--- config.mk ---
export PLATFORM = sky130hd
export DESIGN_NAME = cnn_stream_classifier
export DESIGN_NICKNAME = d
export VERILOG_FILES = /design/src/rtl/cnn_stream_classifier.sv
export SDC_FILE = /design/constraint.sdc
export NUM_CORES = 2
export LEC_CHECK = 0
export ABC_AREA = 1
export BUFFER_PORTS_ARGS = -buffer_cell sky130_fd_sc_hd__buf_2
export CELL_PAD_IN_SITES_DETAIL_PLACEMENT = 0
export CELL_PAD_IN_SITES_GLOBAL_PLACEMENT = 1
export CORE_MARGIN = 5
export CORE_UTILIZATION = 45
export CTS_CLUSTER_DIAMETER = 200
export DETAILED_ROUTE_END_ITERATION = 6
export PLACE_DENSITY_LB_ADDON = 0.1
export SYNTH_ARGS = -nofsm -noshare
export SYNTH_HDL_FRONTEND = slang
export SYNTH_SLANG_ARGS = --single-unit
--- constraint.sdc ---
create_clock -name clk -period 9.4 [get_ports clk]
set_clock_uncertainty 0.2 [all_clocks]
set_input_delay 0.47 -clock clk [delete_from_list [all_inputs] [get_ports clk]]
set_output_delay 0.47 -clock clk [all_outputs]
set_load 0.02 [all_outputs]
--- src/rtl/cnn_stream_classifier.sv ---
// Streaming 3x3 conv -> ReLU -> global sum pool -> single-output dense classifier.
// Weights are programmed through a write port while idle; pixels use a valid/ready handshake.
module cnn_stream_classifier #(
    parameter int IMG_W       = 8,
    parameter int IMG_H       = 8,
    parameter int PIX_W       = 4,
    parameter int NUM_FILTERS = 2,
    parameter int W_W         = 4,
    parameter int ACC_W       = 20,
    parameter int CONF_HI     = 1000,
    parameter int CONF_LO     = 500
) (
    input  logic             clk,
    input  logic             rst_n,
    input  logic             frame_start,
    input  logic [PIX_W-1:0] pixel_in,
    input  logic             pixel_valid,
    output logic             pixel_ready,
    input  logic             wt_wr_en,
    input  logic [5:0]       wt_addr,
    input  logic [7:0]       wt_data,
    output logic             busy,
    output logic             result_valid,
    output logic             classification,
    output logic [7:0]       confidence,
    output logic [31:0]      logit
);

    localparam int CW    = (IMG_W > 1) ? $clog2(IMG_W) : 1;
    localparam int RW    = (IMG_H > 1) ? $clog2(IMG_H) : 1;
    localparam int DW    = (NUM_FILTERS > 1) ? $clog2(NUM_FILTERS) : 1;
    localparam int SUM_W = PIX_W + W_W + 5;
    localparam int EW    = ((ACC_W > SUM_W) ? ACC_W : SUM_W) + 2;

    localparam logic signed [ACC_W-1:0] FEAT_MAX     = {1'b0, {(ACC_W-1){1'b1}}};
    localparam logic signed [EW-1:0]    FEAT_MAX_EXT = EW'(FEAT_MAX);

    typedef enum logic [2:0] {IDLE, LOAD, DRAIN, DENSE, OUT} state_t;

    state_t state, state_next;

    logic             accept, restart, last_pix;
    logic [CW-1:0]    col;
    logic [RW-1:0]    row;
    logic [31:0]      addr;
    logic [PIX_W-1:0] lb0 [IMG_W];
    logic [PIX_W-1:0] lb1 [IMG_W];
    logic [PIX_W-1:0] win [3][3];
    logic             win_valid;

    logic signed [W_W-1:0]   conv_w   [NUM_FILTERS][9];
    logic signed [7:0]       dense_w  [NUM_FILTERS];
    logic signed [7:0]       bias;
    logic signed [ACC_W-1:0] feature      [NUM_FILTERS];
    logic signed [ACC_W-1:0] feature_next [NUM_FILTERS];
    logic signed [SUM_W-1:0] conv_sum     [NUM_FILTERS];
    logic signed [EW-1:0]    feat_ext     [NUM_FILTERS];

    logic [DW-1:0]      dcnt;
    logic signed [31:0] acc, prod;
    logic signed [32:0] acc_wide, mag;
    logic [7:0]         conf_next;

    assign pixel_ready = (state == LOAD);
    assign busy        = (state != IDLE);
    assign restart     = frame_start && (state == IDLE || state == LOAD);
    // A restart wins over a coincident pixel so the new frame starts clean.
    assign accept      = pixel_valid && pixel_ready && !frame_start;
    assign last_pix    = (int'(row) == IMG_H - 1) && (int'(col) == IMG_W - 1);
    assign addr        = 32'(wt_addr);

    always_ff @(posedge clk or posedge rst_n) begin
        if (rst_n) state <= IDLE;
        else       state <= state_next;
    end

    always_comb begin
        state_next = state;
        case (state)
            IDLE:    if (frame_start) state_next = LOAD;
            LOAD:    if (accept && last_pix) state_next = DRAIN;
            DRAIN:   state_next = DENSE;
            DENSE:   if (int'(dcnt) == NUM_FILTERS - 1) state_next = OUT;
            OUT:     state_next = IDLE;
            default: state_next = IDLE;
        endcase
    end

    always_ff @(posedge clk or posedge rst_n) begin
        if (rst_n) begin
            bias <= '0;
            for (int unsigned f = 0; f < NUM_FILTERS; f++) begin
                dense_w[f] <= '0;
                for (int unsigned k = 0; k < 9; k++) conv_w[f][k] <= '0;
            end
        end else if (wt_wr_en && state == IDLE) begin
            for (int unsigned f = 0; f < NUM_FILTERS; f++) begin
                for (int unsigned k = 0; k < 9; k++)
                    if (addr == f * 9 + k) conv_w[f][k] <= wt_data[W_W-1:0];
                if (addr == 9 * NUM_FILTERS + f) dense_w[f] <= wt_data;
            end
            if (addr == 10 * NUM_FILTERS) bias <= wt_data;
        end
    end

    always_ff @(posedge clk or posedge rst_n) begin
        if (rst_n) begin
            col       <= '0;
            row       <= '0;
            win_valid <= 1'b0;
            for (int unsigned i = 0; i < IMG_W; i++) begin
                lb0[i] <= '0;
                lb1[i] <= '0;
            end
            for (int unsigned r = 0; r < 3; r++)
                for (int unsigned c = 0; c < 3; c++) win[r][c] <= '0;
        end else begin
            win_valid <= 1'b0;
            if (restart) begin
                col <= '0;
                row <= '0;
            end else if (accept) begin
                for (int unsigned r = 0; r < 3; r++) begin
                    win[r][0] <= win[r][1];
                    win[r][1] <= win[r][2];
                end
                win[0][2] <= lb1[col];
                win[1][2] <= lb0[col];
                win[2][2] <= pixel_in;
                lb1[col]  <= lb0[col];
                lb0[col]  <= pixel_in;
                win_valid <= (int'(row) >= 2) && (int'(col) >= 2);
                if (int'(col) == IMG_W - 1) begin
                    col <= '0;
                    row <= (int'(row) == IMG_H - 1) ? '0 : row + 1'b1;
                end else begin
                    col <= col + 1'b1;
                end
            end
        end
    end

    always_comb begin
        for (int unsigned f = 0; f < NUM_FILTERS; f++) begin
            conv_sum[f] = '0;
            for (int unsigned r = 0; r < 3; r++)
                for (int unsigned c = 0; c < 3; c++)
                    conv_sum[f] = conv_sum[f]
                        + SUM_W'(signed'({1'b0, win[r][c]})) * SUM_W'(conv_w[f][r*3+c]);
            feat_ext[f] = EW'(feature[f]) + EW'(conv_sum[f]);
            if (conv_sum[f] > 0) begin
                if (feat_ext[f] > FEAT_MAX_EXT) feature_next[f] = FEAT_MAX;
                else                            feature_next[f] = feat_ext[f][ACC_W-1:0];
            end else begin
                feature_next[f] = feature[f];
            end
        end
    end

    always_comb begin
        prod     = 32'(feature[dcnt]) * 32'(dense_w[dcnt]);
        acc_wide = 33'(acc);
        mag      = (acc_wide < 0) ? -acc_wide : acc_wide;
        if (mag >= 33'(CONF_HI))      conf_next = 8'd95;
        else if (mag >= 33'(CONF_LO)) conf_next = 8'd80;
        else                          conf_next = 8'd60;
    end

    // Results are registered on leaving OUT, which gives the NUM_FILTERS+3 latency.
    always_ff @(posedge clk or posedge rst_n) begin
        if (rst_n) begin
            for (int unsigned f = 0; f < NUM_FILTERS; f++) feature[f] <= '0;
            dcnt           <= '0;
            acc            <= '0;
            result_valid   <= 1'b0;
            classification <= 1'b0;
            confidence     <= '0;
            logit          <= '0;
        end else begin
            result_valid <= 1'b0;
            if (restart) begin
                for (int unsigned f = 0; f < NUM_FILTERS; f++) feature[f] <= '0;
            end else if (win_valid) begin
                for (int unsigned f = 0; f < NUM_FILTERS; f++) feature[f] <= feature_next[f];
            end
            case (state)
                DRAIN: begin
                    acc  <= 32'(bias);
                    dcnt <= '0;
                end
                DENSE: begin
                    acc  <= acc + prod;
                    dcnt <= dcnt + 1'b1;
                end
                OUT: begin
                    result_valid   <= 1'b1;
                    logit          <= acc;
                    classification <= (acc > 0);
                    confidence     <= conf_next;
                end
                default: ;
            endcase
        end
    end

endmodule

==> report_table.html <==
<table>
<tr><th>Metric</th><th>Value</th></tr>
<tr><th colspan="2">Clock network</th></tr>
<tr><td>Clock tree from TritonCTS</td><td>yes</td></tr>
<tr><td>Cell chosen for the clock root</td><td>clkbuf_16</td></tr>
<tr><td>Total CTS buffers</td><td>39</td></tr>
<tr><td>Buffer depth of the longest clock path</td><td>3</td></tr>
<tr><td>Clock transition at the registers of the reported paths</td><td>roughly 0.06 ns</td></tr>
<tr><td>Clock net sink count</td><td>~320</td></tr>
<tr><td>H-tree lvl count</td><td>2</td></tr>
<tr><td>Worst skew pair latency</td><td>0.60 ns</td></tr>
<tr><th colspan="2">GRT</th></tr>
<tr><td>Global-route wire length before repair</td><td>approximately 170 mm</td></tr>
<tr><td>Initial antenna violation count</td><td>1</td></tr>
<tr><td>Total routing usage reported by global routing</td><td>0.245</td></tr>
<tr><td>Number of global-route vias before repair</td><td>30100</td></tr>
<tr><td>Total gr overflow</td><td>0</td></tr>
<tr><td>Largest net degree at the start of global routing</td><td>119</td></tr>
<tr><th colspan="2">Worst setup path</th></tr>
<tr><td>Kind of cell adding the most delay to the critical path</td><td>adder cells</td></tr>
<tr><td>Slowest cell on the critical path</td><td>dfrtp_1</td></tr>
<tr><td>Most repeated library cell on the critical path</td><td>fa_1</td></tr>
<tr><td>Critical path endpoint category</td><td>register</td></tr>
<tr><td>Number of buffer and inverter stages on the critical path</td><td>8</td></tr>
<tr><td>Arrival time worst endpoint</td><td>9.04 ns</td></tr>
<tr><td>Worst Path Class, Setup</td><td>register to register</td></tr>
<tr><td>Worst stage delay on the critical path</td><td>slightly below 0.6 ns</td></tr>
<tr><td>Required time reported for the critical path endpoint</td><td>9.67 ns</td></tr>
<tr><td>CP Launch Type</td><td>register</td></tr>
<tr><td>Top fanout value on the critical path</td><td>14</td></tr>
<tr><th colspan="2">Routing</th></tr>
<tr><td>Routed length per placed instance</td><td>18.7 um</td></tr>
<tr><td>DRC violation count after routing</td><td>0</td></tr>
<tr><td>Antenna Violating Nets Remaining</td><td>0</td></tr>
<tr><td>Via/cell ratio</td><td>5.05</td></tr>
<tr><td>Total via count after detailed routing</td><td>29000</td></tr>
<tr><td>Number of iterations in the first detailed-routing pass</td><td>6</td></tr>
<tr><td>Final wirelength</td><td>approximately 110 mm</td></tr>
<tr><td>Starting DRT DRC Count</td><td>1593</td></tr>
<tr><th colspan="2">Logic synthesis</th></tr>
<tr><td>Number of warnings issued by yosys</td><td>0</td></tr>
<tr><td>Top flip-flop cell by instance count after synthesis</td><td>dfrtp_1</td></tr>
<tr><td>Proportion of synthesized chip area in sequential cells</td><td>0.213</td></tr>
<tr><td>Async set or reset register ratio after synthesis</td><td>1.00</td></tr>
<tr><td>Number of library cell types mapped by synthesis</td><td>61</td></tr>
<tr><td>Top cells by area, synth</td><td>fa_1, dfrtp_1, nand2_1</td></tr>
<tr><td>#FFs+latches synth</td><td>318</td></tr>
<tr><td>Cell area after synthesis</td><td>37400 sq um</td></tr>
<tr><td>Post-synthesis instance total</td><td>between 4000 and 5000</td></tr>
<tr><td>Number of synthesized flops with an enable pin</td><td>0</td></tr>
<tr><td>Post-Synthesis Net Count</td><td>approximately 5400</td></tr>
<tr><td>Dominant cell type by area after synthesis</td><td>fa_1</td></tr>
<tr><td>Proportion of netlist area held by the largest area contributor</td><td>0.278</td></tr>
<tr><td>Average footprint of a synthesized cell</td><td>8.11 sq um</td></tr>
<tr><th colspan="2">Timing</th></tr>
<tr><td>Count of pins over their slew limit</td><td>0</td></tr>
<tr><td>Time the worst path needs with I/O delays and setup</td><td>8.77 ns</td></tr>
<tr><td>Ratio of final minimum period to clock period</td><td>0.933</td></tr>
<tr><td>Setup Total Neg Slack</td><td>0 ns</td></tr>
<tr><td>Pin slew with the least headroom to its limit</td><td>1.16 ns</td></tr>
<tr><td>Unrepaired setup endpoints after global routing</td><td>false</td></tr>
<tr><td>Hold Vio Cnt, Final</td><td>0</td></tr>
<tr><td>FMAX</td><td>0.114 GHz</td></tr>
<tr><td>Slew Limit Headroom</td><td>0.224</td></tr>
<tr><td>Final setup violation count</td><td>0</td></tr>
<tr><th colspan="2">Final layout</th></tr>
<tr><td>Fillers</td><td>8239</td></tr>
<tr><td>Multi-input gate area</td><td>24900 sq um</td></tr>
<tr><td>Commonest non-fill, non-tap cell in the layout</td><td>nand2_1</td></tr>
<tr><td>Footprint of the flip-flops and latches</td><td>7960 sq um</td></tr>
<tr><td>Number of nets in the final layout</td><td>5483</td></tr>
<tr><td>Fraction of layout cells with a size suffix above 1</td><td>0.0595</td></tr>
<tr><td>Diode insertion count for antenna repair</td><td>0</td></tr>
<tr><td>Layout overhead on the synthesized area</td><td>7.97%</td></tr>
<tr><td>Most used cells in the layout excluding fill and tap cells</td><td>nand2_1, inv_1, fa_1, dfrtp_1, o21ai_0</td></tr>
<tr><th colspan="2">Floorplanning</th></tr>
<tr><td>Standard cell core area</td><td>82200 sq um</td></tr>
<tr><td>Number of placement rows</td><td>105</td></tr>
<tr><td>Overall die height</td><td>a little under 300 um</td></tr>
<tr><td>Die area</td><td>about 89000 sq um</td></tr>
<tr><td>Effective utilization at floorplan</td><td>0.454</td></tr>
<tr><td>Io pins</td><td>67</td></tr>
<tr><td>X dimension of the die</td><td>298 um</td></tr>
<tr><th colspan="2">Place</th></tr>
<tr><td>Final weighted congestion in routability-driven placement</td><td>0.886</td></tr>
<tr><td>HPWL after DPL</td><td>88.6 mm</td></tr>
<tr><td>Count of buffers from port buffering</td><td>65</td></tr>
<tr><th colspan="2">Run</th></tr>
<tr><td>Number of maximum-capacitance constraint violations</td><td>0</td></tr>
<tr><th colspan="2">Outcome</th></tr>
<tr><td>Status</td><td>completed</td></tr>
<tr><th colspan="2">Worst hold path</th></tr>
<tr><td>Worst hold-check path type</td><td>primary input to register</td></tr>
</table>
[metal layers]
layer  wire length, um  up-vias  share of wire  GRT usage
met4              2290        0          0.021     0.0508
met2             52300      481           0.49      0.424
met1             48900    14300           0.46      0.338
met3              3780      101          0.035     0.0249
met5                 0        -              0          0
li1                  -    14100              -          -
[stage by stage]
stage / setup slack, ns / hold WS, ns / std cells / util / cell area, sq um
floorplan: 1.41 / 0.246 / 4603 / - / 37400
global placement: 0.603 / 0.245 / 5667 / 0.473 / 38900
detailed placement: 0.523 / 0.249 / 5667 / 0.473 / 38900
CTS: 0.501 / 0.00675 / 5741 / 0.490 / 40300
global route: 0.00387 / 0.0176 / 5741 / 0.490 / 40300
finish: 0.629 / 0.0370 / 5741 / 0.490 / 40300
[area by class of cell]
type | count | area share
inverter | 1066 | 0.0993
multi-input combinational | 3098 | 0.616
clock buffer | 54 | 0.0273
sequential | 318 | 0.197
timing repair buffer | 118 | 0.0187
tap | 1070 | 0.0332
clock inverter | 17 | 0.00760
[cell families (layout without fill, tap and decap cells)]
family          after synthesis  in the layout  share of synthesized area
compound gates              537            537                     0.0799
xor+xnor                     69             69                     0.0168
fa+ha+maj                   819            819                      0.378
buf+inv                    1187           1255                      0.122
flops                       318            318                      0.213
mux                           4              4                    0.00107
other cells                   1              1                   0.000100
simple gates               1668           1668                      0.189
[worst paths after layout]
path / start / to / slack [ns] / cells after the start
min reg2reg: confidence[4] / confidence[4] / 0.26 / 1
min in group asynchronous: rst_n / row[2] / 0.49 / 4
min: wt_data[5] / dense_w[13] / 0.04 / 3
max reg2reg: win[5] / feature[6] / 0.63 / 34
max: win[5] / feature[6] / 0.63 / 34
max in group asynchronous: rst_n / conv_w[32] / 7.05 / 5
[synth_stat cells (9+ instances only)]
library cell / instances
a21o_1: 10
a21oi_1: 114
a221oi_1: 10
a22o_1: 9
a31oi_1: 10
clkbuf_1: 93
clkinv_1: 11
dfrtp_1: 318
fa_1: 518
ha_1: 301
inv_1: 1044
inv_2: 11
nand2_1: 1056
nand2_2: 9
nand3_1: 162
nand4_1: 59
nor2_1: 279
nor2_2: 9
nor3_1: 19
o211ai_1: 15
o21ai_0: 308
o21bai_1: 19
or2_2: 33
xnor2_1: 29
xor2_1: 37
[registers in the layout, summed over array words and instances (netlist names), 3 cells and up]
signal / flops
feature: 40
win: 36
row: 3
col: 3
conv_w: 72
dense_w: 16
logit: 32
lb1: 32
state: 3
confidence: 5
acc: 32
lb0: 32
bias: 8
[timing repair]
action / in CTS / in global routing
resized for setup: 0 / 1
endpoints found under the hold margin: 55 / 0
hold buffers: 3 / 0
endpoints found under the setup margin: 0 / 14
setup buffers: 0 / 0
[worst register-to-register path, delay by kind of cell, from the launching register on]
kind | cells | cell delay [ns]
adder cells (fa/ha/maj) | 10 | 4.85
AND/OR/NAND/NOR | 9 | 0.87
AO/OA/AOI/OAI | 6 | 1.11
XOR/XNOR | 1 | 0.29
buffers and inverters | 8 | 0.72
flip-flops | 1 | 0.59
Power is not shown: default switching activity piles up to over one toggle a cycle in this logic, so the estimate is an artifact.
